--- src/rtl/hazard_scoreboard_pkg.sv ---
// Shared sizing and types for the register hazard scoreboard.
package hazard_scoreboard_pkg;
  localparam int ADDR_W = 4;
  localparam int NREGS  = 2 ** ADDR_W;
  localparam int LAT_W  = 2;

  typedef logic [ADDR_W-1:0] reg_addr_t;
  typedef logic [LAT_W-1:0]  lat_t;

  localparam reg_addr_t ZERO_REG = '0;
endpackage

--- src/rtl/hazard_scoreboard_entry.sv ---
// One register's in-flight state: busy flag plus result-ready countdown.
module scoreboard_entry
  import hazard_scoreboard_pkg::*;
(
  input  logic             clock,
  input  logic             reset,
  input  logic             set,
  input  logic             clear,
  input  logic [LAT_W-1:0] lat,
  output logic             busy,
  output logic [LAT_W-1:0] cnt
);

  // A set in the same cycle as a clear wins, so a new producer is never lost.
  always_ff @(posedge clock) begin
    if (reset) begin
      busy <= 1'b0;
      cnt  <= '0;
    end else if (set) begin
      busy <= 1'b1;
      cnt  <= lat;
    end else if (clear) begin
      busy <= 1'b0;
      cnt  <= '0;
    end else if (cnt != '0) begin
      cnt <= cnt - lat_t'(1);
    end
  end

endmodule

--- src/rtl/hazard_scoreboard.sv ---
// Issue/writeback hazard scoreboard: stall and bypass selection for 16 registers.
// Build option: define ZERO_REG_EN to hardwire register 0 to zero.
module hazard_scoreboard
  import hazard_scoreboard_pkg::*;
(
  input  logic              clock,
  input  logic              reset,
  input  logic              issue_valid,
  input  logic [ADDR_W-1:0] issue_rs1,
  input  logic              issue_rs1_use,
  input  logic [ADDR_W-1:0] issue_rs2,
  input  logic              issue_rs2_use,
  input  logic [ADDR_W-1:0] issue_rd,
  input  logic              issue_wr_en,
  input  logic [LAT_W-1:0]  issue_lat,
  input  logic              wb_valid,
  input  logic [ADDR_W-1:0] wb_rd,
  output logic              stall,
  output logic              fwd_need_a,
  output logic              fwd_need_b,
  output logic [NREGS-1:0]  busy_vec,
  output logic [ADDR_W:0]   busy_count
);

  logic [NREGS-1:0] busy;
  logic [NREGS-1:0] ebusy;
  logic [NREGS-1:0] set_vec;
  logic [NREGS-1:0] clr_vec;
  lat_t             cnt [NREGS];
  logic             init_done;
  logic             raw_a, raw_b, waw;
  logic             accept, set_en, inc, dec;

  // A writeback landing this cycle hides the register's hazard combinationally.
  always_comb begin
    for (int unsigned r = 0; r < NREGS; r++) begin
      ebusy[r]   = busy[r] & ~(wb_valid && (wb_rd == reg_addr_t'(r)));
      clr_vec[r] = wb_valid && (wb_rd == reg_addr_t'(r));
    end
`ifdef ZERO_REG_EN
    ebusy[ZERO_REG] = 1'b0;
`endif
  end

  always_comb begin
    raw_a      = issue_rs1_use & ebusy[issue_rs1] & (cnt[issue_rs1] != '0);
    raw_b      = issue_rs2_use & ebusy[issue_rs2] & (cnt[issue_rs2] != '0);
    waw        = issue_wr_en & ebusy[issue_rd];
    stall      = issue_valid & (~init_done | raw_a | raw_b | waw);
    fwd_need_a = issue_valid & init_done & issue_rs1_use & ebusy[issue_rs1] &
                 (cnt[issue_rs1] == '0);
    fwd_need_b = issue_valid & init_done & issue_rs2_use & ebusy[issue_rs2] &
                 (cnt[issue_rs2] == '0);
    accept     = issue_valid & ~stall;
`ifdef ZERO_REG_EN
    set_en     = accept & issue_wr_en & (issue_rd != ZERO_REG);
`else
    set_en     = accept & issue_wr_en;
`endif
    for (int unsigned r = 0; r < NREGS; r++) begin
      set_vec[r] = set_en && (issue_rd == reg_addr_t'(r));
    end
    // Re-setting a register that retires this same cycle leaves the count unchanged.
    inc = set_en & ~busy[issue_rd];
    dec = wb_valid & busy[wb_rd] & ~(set_en && (issue_rd == wb_rd));
  end

  for (genvar g = 0; g < NREGS; g++) begin : g_entry
    scoreboard_entry u_entry (
      .clock (clock),
      .reset (reset),
      .set   (set_vec[g]),
      .clear (clr_vec[g]),
      .lat   (issue_lat),
      .busy  (busy[g]),
      .cnt   (cnt[g])
    );
  end

  always_ff @(posedge clock) begin
    if (reset) begin
      init_done  <= 1'b0;
      busy_count <= '0;
    end else begin
      init_done <= 1'b1;
      if (inc && !dec) begin
        busy_count <= busy_count + (ADDR_W+1)'(1);
      end else if (dec && !inc) begin
        busy_count <= busy_count - (ADDR_W+1)'(1);
      end
    end
  end

  assign busy_vec = busy;

endmodule

--- config.mk ---
export PLATFORM = sky130hd
export DESIGN_NAME = hazard_scoreboard
export DESIGN_NICKNAME = d
export VERILOG_FILES = /design/src/rtl/hazard_scoreboard_pkg.sv /design/src/rtl/hazard_scoreboard_entry.sv /design/src/rtl/hazard_scoreboard.sv
export SDC_FILE = /design/constraint.sdc
export NUM_CORES = 1
export LEC_CHECK = 0
export CAP_MARGIN = 30
export CORE_MARGIN = 1.5
export CORE_UTILIZATION = 50
export DETAILED_ROUTE_END_ITERATION = 6
export GPL_TIMING_DRIVEN = 0
export HOLD_SLACK_MARGIN = 0.15
export PLACE_DENSITY = 0.72
export SETUP_SLACK_MARGIN = 0.2
export SLEW_MARGIN = 0
export SYNTH_ARGS = -nofsm -noshare
export SYNTH_HDL_FRONTEND = slang
export SYNTH_SLANG_ARGS = --single-unit
--- constraint.sdc ---
create_clock -name clock -period 6.34 [get_ports clock]
set_clock_uncertainty 0.1 [all_clocks]
set_input_delay 1.585 -clock clock [delete_from_list [all_inputs] [get_ports clock]]
set_output_delay 1.585 -clock clock [all_outputs]
set_load 0.05 [all_outputs]
# == After elaboration in Yosys (flattened, before gate mapping) ==
# Index checks and enable logic that the tools add are counted.
# op_classes
n_mux,99
bitwise_logic,59
n_addsub,18
n_reduce_logical,92
n_lt_le_gt_ge,6
n_eq_ne,31
# ops
op,n
2-bit 2-to-1 mux,52
2-bit nonzero test,35
4-bit == test (second input constant),16
3-bit nonzero test,16
1-bit 2-to-1 mux,38
1-bit logical AND,35
1-bit bitwise AND,34
4-bit by 3-bit == test with 1-bit output (second input constant),8
2-bit by 1-bit subtractor with 2-bit output (second input constant),16
1-bit binary-select mux with 4-bit select,5
4-bit by 5-bit less-than comparator with 1-bit output (second input constant),4
1-bit NOT,20
2-bit binary-select mux with 4-bit select,2
4-bit by 2-bit == test with 1-bit output (second input constant),4
5-bit greater-or-equal comparator (second input constant),2
5-bit 2-to-1 mux,2
4-bit NOT with 5-bit output,2
4-bit by 1-bit == test with 1-bit output (second input constant),2
4-bit logical NOT,2
5-bit by 1-bit adder with 5-bit output (second input constant),1
5-bit by 1-bit subtractor with 5-bit output (second input constant),1
4-bit == test,1
2-bit logical NOT,2
1-bit bitwise OR,3
1-bit logical NOT,2
# totals
out_inout_bits,24
reg_bits,54

# == Logic depth before layout (Yosys ltp) ==
# depth
ltp_word,21
depth_mapped,19

# == Modules after synthesis ==
# Synthesis repeated with hierarchy kept, for this count alone.
# unflattened
hier_cells,553
hier_area_um2,4380.5
# modules_own_cells
module,cells_per_inst,instances,area_each_um2,seq_area_each_um2
scoreboard_entry,17,16,145.1,60.1
hazard_scoreboard,281,1,2058.2,120.1

# == Worst setup path after synthesis ==
# Ideal clock, no wire load.
# synth_timing
kind,input -> output
startpoint,in wb_rd[3]
endpoint,out fwd_need_a
path_stages,8
path_slack_ns,0.116
path_buffers,2
t_arrival_ns,4.539
path_cell_list,buf_2 nand2b_1 clkbuf_1 o21ai_0 o2111ai_1 nand4_1 mux2_2 nor4b_1
# synth_between
elab_chain_len,8
# synth_lines
item,line,source
from (decl),hazard_scoreboard.sv:17,"input logic [ADDR_W-1:0] wb_rd,"
4-bit by 1-bit == test with 1-bit output (tied with other cells),hazard_scoreboard.sv:37,ebusy[r] = busy[r] & ~(wb_valid && (wb_rd == reg_addr_t'(r)));
1-bit logical AND,hazard_scoreboard.sv:37,
1-bit NOT,hazard_scoreboard.sv:37,
1-bit bitwise AND,hazard_scoreboard.sv:37,
1-bit binary-select mux with 4-bit select *,hazard_scoreboard.sv:50,fwd_need_a = issue_valid & init_done & issue_rs1_use & ebusy[issue_rs1] &
1-bit 2-to-1 mux (implied by the code) *,hazard_scoreboard.sv:50,
1-bit bitwise AND * (2 in a row),hazard_scoreboard.sv:50,
to (decl),hazard_scoreboard.sv:19,"output logic fwd_need_a,"
# Mark *: on every way between the ends. The rest lies on a longest branch, timed or not. The select of a mux whose other input is x is not followed.

# == Worst setup path in the final report ==
# layout_timing
startpoint,in wb_rd[3]
endpoint,out stall
# layout_between
elab_chain_len,12
# layout_lines
item,line,source
4-bit by 1-bit == test with 1-bit output (tied with other cells),hazard_scoreboard.sv:37,
1-bit logical AND,hazard_scoreboard.sv:37,
1-bit NOT,hazard_scoreboard.sv:37,
1-bit bitwise AND,hazard_scoreboard.sv:37,
1-bit binary-select mux with 4-bit select,hazard_scoreboard.sv:46,raw_a = issue_rs1_use & ebusy[issue_rs1] & (cnt[issue_rs1] != '0);
1-bit 2-to-1 mux (implied by the code),hazard_scoreboard.sv:46,
1-bit bitwise AND (2 in a row),hazard_scoreboard.sv:46,
1-bit bitwise OR (2 in a row),hazard_scoreboard.sv:49,stall = issue_valid & (~init_done | raw_a | raw_b | waw);
1-bit bitwise OR *,hazard_scoreboard.sv:49,
1-bit bitwise AND *,hazard_scoreboard.sv:49,
to (decl),hazard_scoreboard.sv:18,"output logic stall,"
# Marked as above.

==> out/metrics.cfg <==
[clock_network]
cts.reportedPaths.clkPinSlew_ns=0.10
cts-htree-levels=2
cts_tree=done
ctsLongestPathBuffers=2
cts_sinks=54
clk_latency_ns=0.31
cts_root_buf=clkbuf_8
cts_made_buffers=5

[setup_path]
crit_family=buffers and inverters
worst-path-buf-inv=5
path_max_fanout=10
path_cells=clkdlybuf4s50_1, clkbuf_4, nand2b_1, clkbuf_4, o21ai_2, o2111ai_1, nand4_1, mux2_2, o2bb2ai_4, buf_4, o21a_1, clkbuf_4
cp.arrival_ns=4.37
cp_slowest_cell=clkdlybuf4s50_1
worst_path_largest_cell_delay_ns=0.47
crit_type=input pin to output pin
endpoint_kind=output pin
worstPathRequired_ns=4.66
path_common_cell=clkbuf_4
start_kind=input pin

[logic_synthesis]
ys_types=53
synth_area_leaders=dfxtp_1, mux4_2, mux2i_1
mappedNetlistArea_sq_um=4430
ys_seq_area_share_pct=24.4
synth_warnings=0
yosysMostFrequentCell=nand2_1
synth_cells=529
synth_fp_nets=575
synth_commonest_cells=nand2_1, nor2_1, dfxtp_1
synthArstFlopShare_pct=0
yosysTopAreaCellShare_pct=24.4
synth-seq-cells=54
synth-edff-count=0
yosys.area.top_type=dfxtp_1
syn_area_per_cell_sq_um=8.37
synth_flop_cell=dfxtp_1

[timing]
setup_viol=0
period_share_pct=95.5
hold_slack_ns=0.391
max_slew.worst_pin.slew_ns=0.714
rsz0062_at_grt=yes
maxSlewHeadroom_pct=52.3
fmax_mhz=165
min_period_ns=6.06
maxSlewViolCount=0
finalHoldViolCount=0
tns_ns=0

[finish]
seqCellArea_sq_um=1080
nets=626
drive_gt1_share_pct=14.8
n_antenna_cell=0
multi_input_area_sq_um=3010
num-fill-cells=777
areaGrowthSynthToFinish_pct=16.5

[floorplanning]
ioPinCount=49
die_w_microns=97.1
start_util_pct=51.2
die_h_microns=97.1
core_sq_um=8640
fp-row-count=34
dieArea_sq_um=9420

[flow_run]
cap_viol_max_count=0

[route]
drc=0
drt_pass1_iterations=5
wire_per_inst_microns=18.5
vias=4087
ant_nets=0
vias_per_cell=5.94
drt_iter0_markers=304
finalWirelength_mm=12.7

[global_routing]
grt_pass1_wl_mm=20.5
grt_max_degree=16
antenna_found_initial=0
grtUsageTotal_pct=27.4
overflow=0
grt_pass1_vias=3889

[power_and_ir_drop]
power_density_nw_per_um2=237
p_leak_nw=2.04
ir_drop_mv=0.211

[place]
portBuffers=41
place.gp.congestion=0.963
dpl.hpwl_mm=10.1

[status]
status=finished clean

[worst_hold_path]
hp-class=flop to flop

-- worst paths after layout --
check / startpoint / end / slack, ns / cells past startpoint
worst max-delay path: wb_rd[3] / stall / 0.28 / 12
worst min-delay path: busy_count[4] / busy_count[4] / 0.39 / 2
worst max register to register: g_entry[4].u_entry.cnt[0] / busy_count[4] / 2.43 / 16
worst min register to register: busy_count[4] / busy_count[4] / 0.39 / 2
-- cells by family (layout without fill, tap and decap cells) --
| family | after synthesis | count (layout) | synth area share, % |
|---|---|---|---|
| and+or+nand+nor | 185 | 185 | 21.6 |
| buffers and inverters | 87 | 138 | 9.27 |
| xor gates and xnor gates | 24 | 24 | 4.75 |
| adders and majority gates | 21 | 21 | 6.11 |
| DFF | 54 | 54 | 24.4 |
| muxes | 58 | 58 | 18.8 |
| AOI/OAI and AO/OA | 100 | 100 | 15.0 |
-- through the flow --
stage               cell area, sq um  cells  setup slack, ns  util, %  power (W)
floorplan                       4430    529            0.538        -   0.000898
global placement                4980    678           -0.858     57.6   0.000999
detailed placement              4980    678           -0.825     57.6    0.00104
CTS                             5080    685            0.208     58.9    0.00122
global route                    5160    688            0.163     59.7    0.00132
finish                          5160    688            0.283     59.7    0.00122
-- what timing repair did --
item,4_1_cts,5_1_grt
gates resized for setup,25,19
hold buffers,0,0
pin swaps,0,1
setup buffers,0,3
setup endpoints to repair,3,3
-- layer usage --
layer	track usage (%)	vias to the layer above	share of wire [%]
met5	0	-	0
met4	7.25	0	1.6
met3	4.10	20	7.6
met2	45.6	175	49
met1	37.2	1932	42
li1	-	1960	-
-- layout make-up --
type,instances,share of cell area [%]
timing repair buffer,44,8.20
sequential,54,21.0
buffer,45,5.22
multi-input combinational,388,58.4
clock buffer,5,1.33
inverter,42,3.06
clock inverter,2,0.194
tap,108,2.62
-- tightest hold or removal path: cells and delay by family, from the launching register on --
family / cells / cell delay [ns]
AO/OA/AOI/OAI: 2 / 0.13
flip-flops: 1 / 0.33
-- cells in the final DEF (no fill, tap or decap), types with 4 or more instances in the layout --
master	instances
and4b_1	9
o21ai_4	4
clkbuf_8	5
clkbuf_1	16
nand3_1	8
buf_4	21
xnor2_1	21
ha_1	20
clkdlybuf4s50_1	37
and2_1	5
nand2_1	64
mux2i_1	36
nor2_1	53
o21a_1	10
nor2b_1	6
dfxtp_1	54
nor3_1	4
inv_1	42
mux4_2	20
a21oi_1	15
o21ai_2	6
o21ai_0	26
nand3b_1	4
nor2_2	4
or3_1	4
nand4_1	4
o2111ai_1	6
o211ai_1	16
clkbuf_4	5
-- sequential cells by signal (all words and copies together), names as in the netlist --
signal,cells
g_entry.u_entry.cnt,32
g_entry.u_entry.busy,16
busy_count,5
init_done,1
-- report_power, final --
part | internal [W] | leakage, nW | total [W] | switching (W)
logic | 0.000272 | 1.56 | 0.000574 | 0.000303
clock network | 0.0000747 | 0.0438 | 0.000190 | 0.000115
registers | 0.000405 | 0.442 | 0.000458 | 0.0000529
No activity file was read; power rests on OpenSTA's default activity.
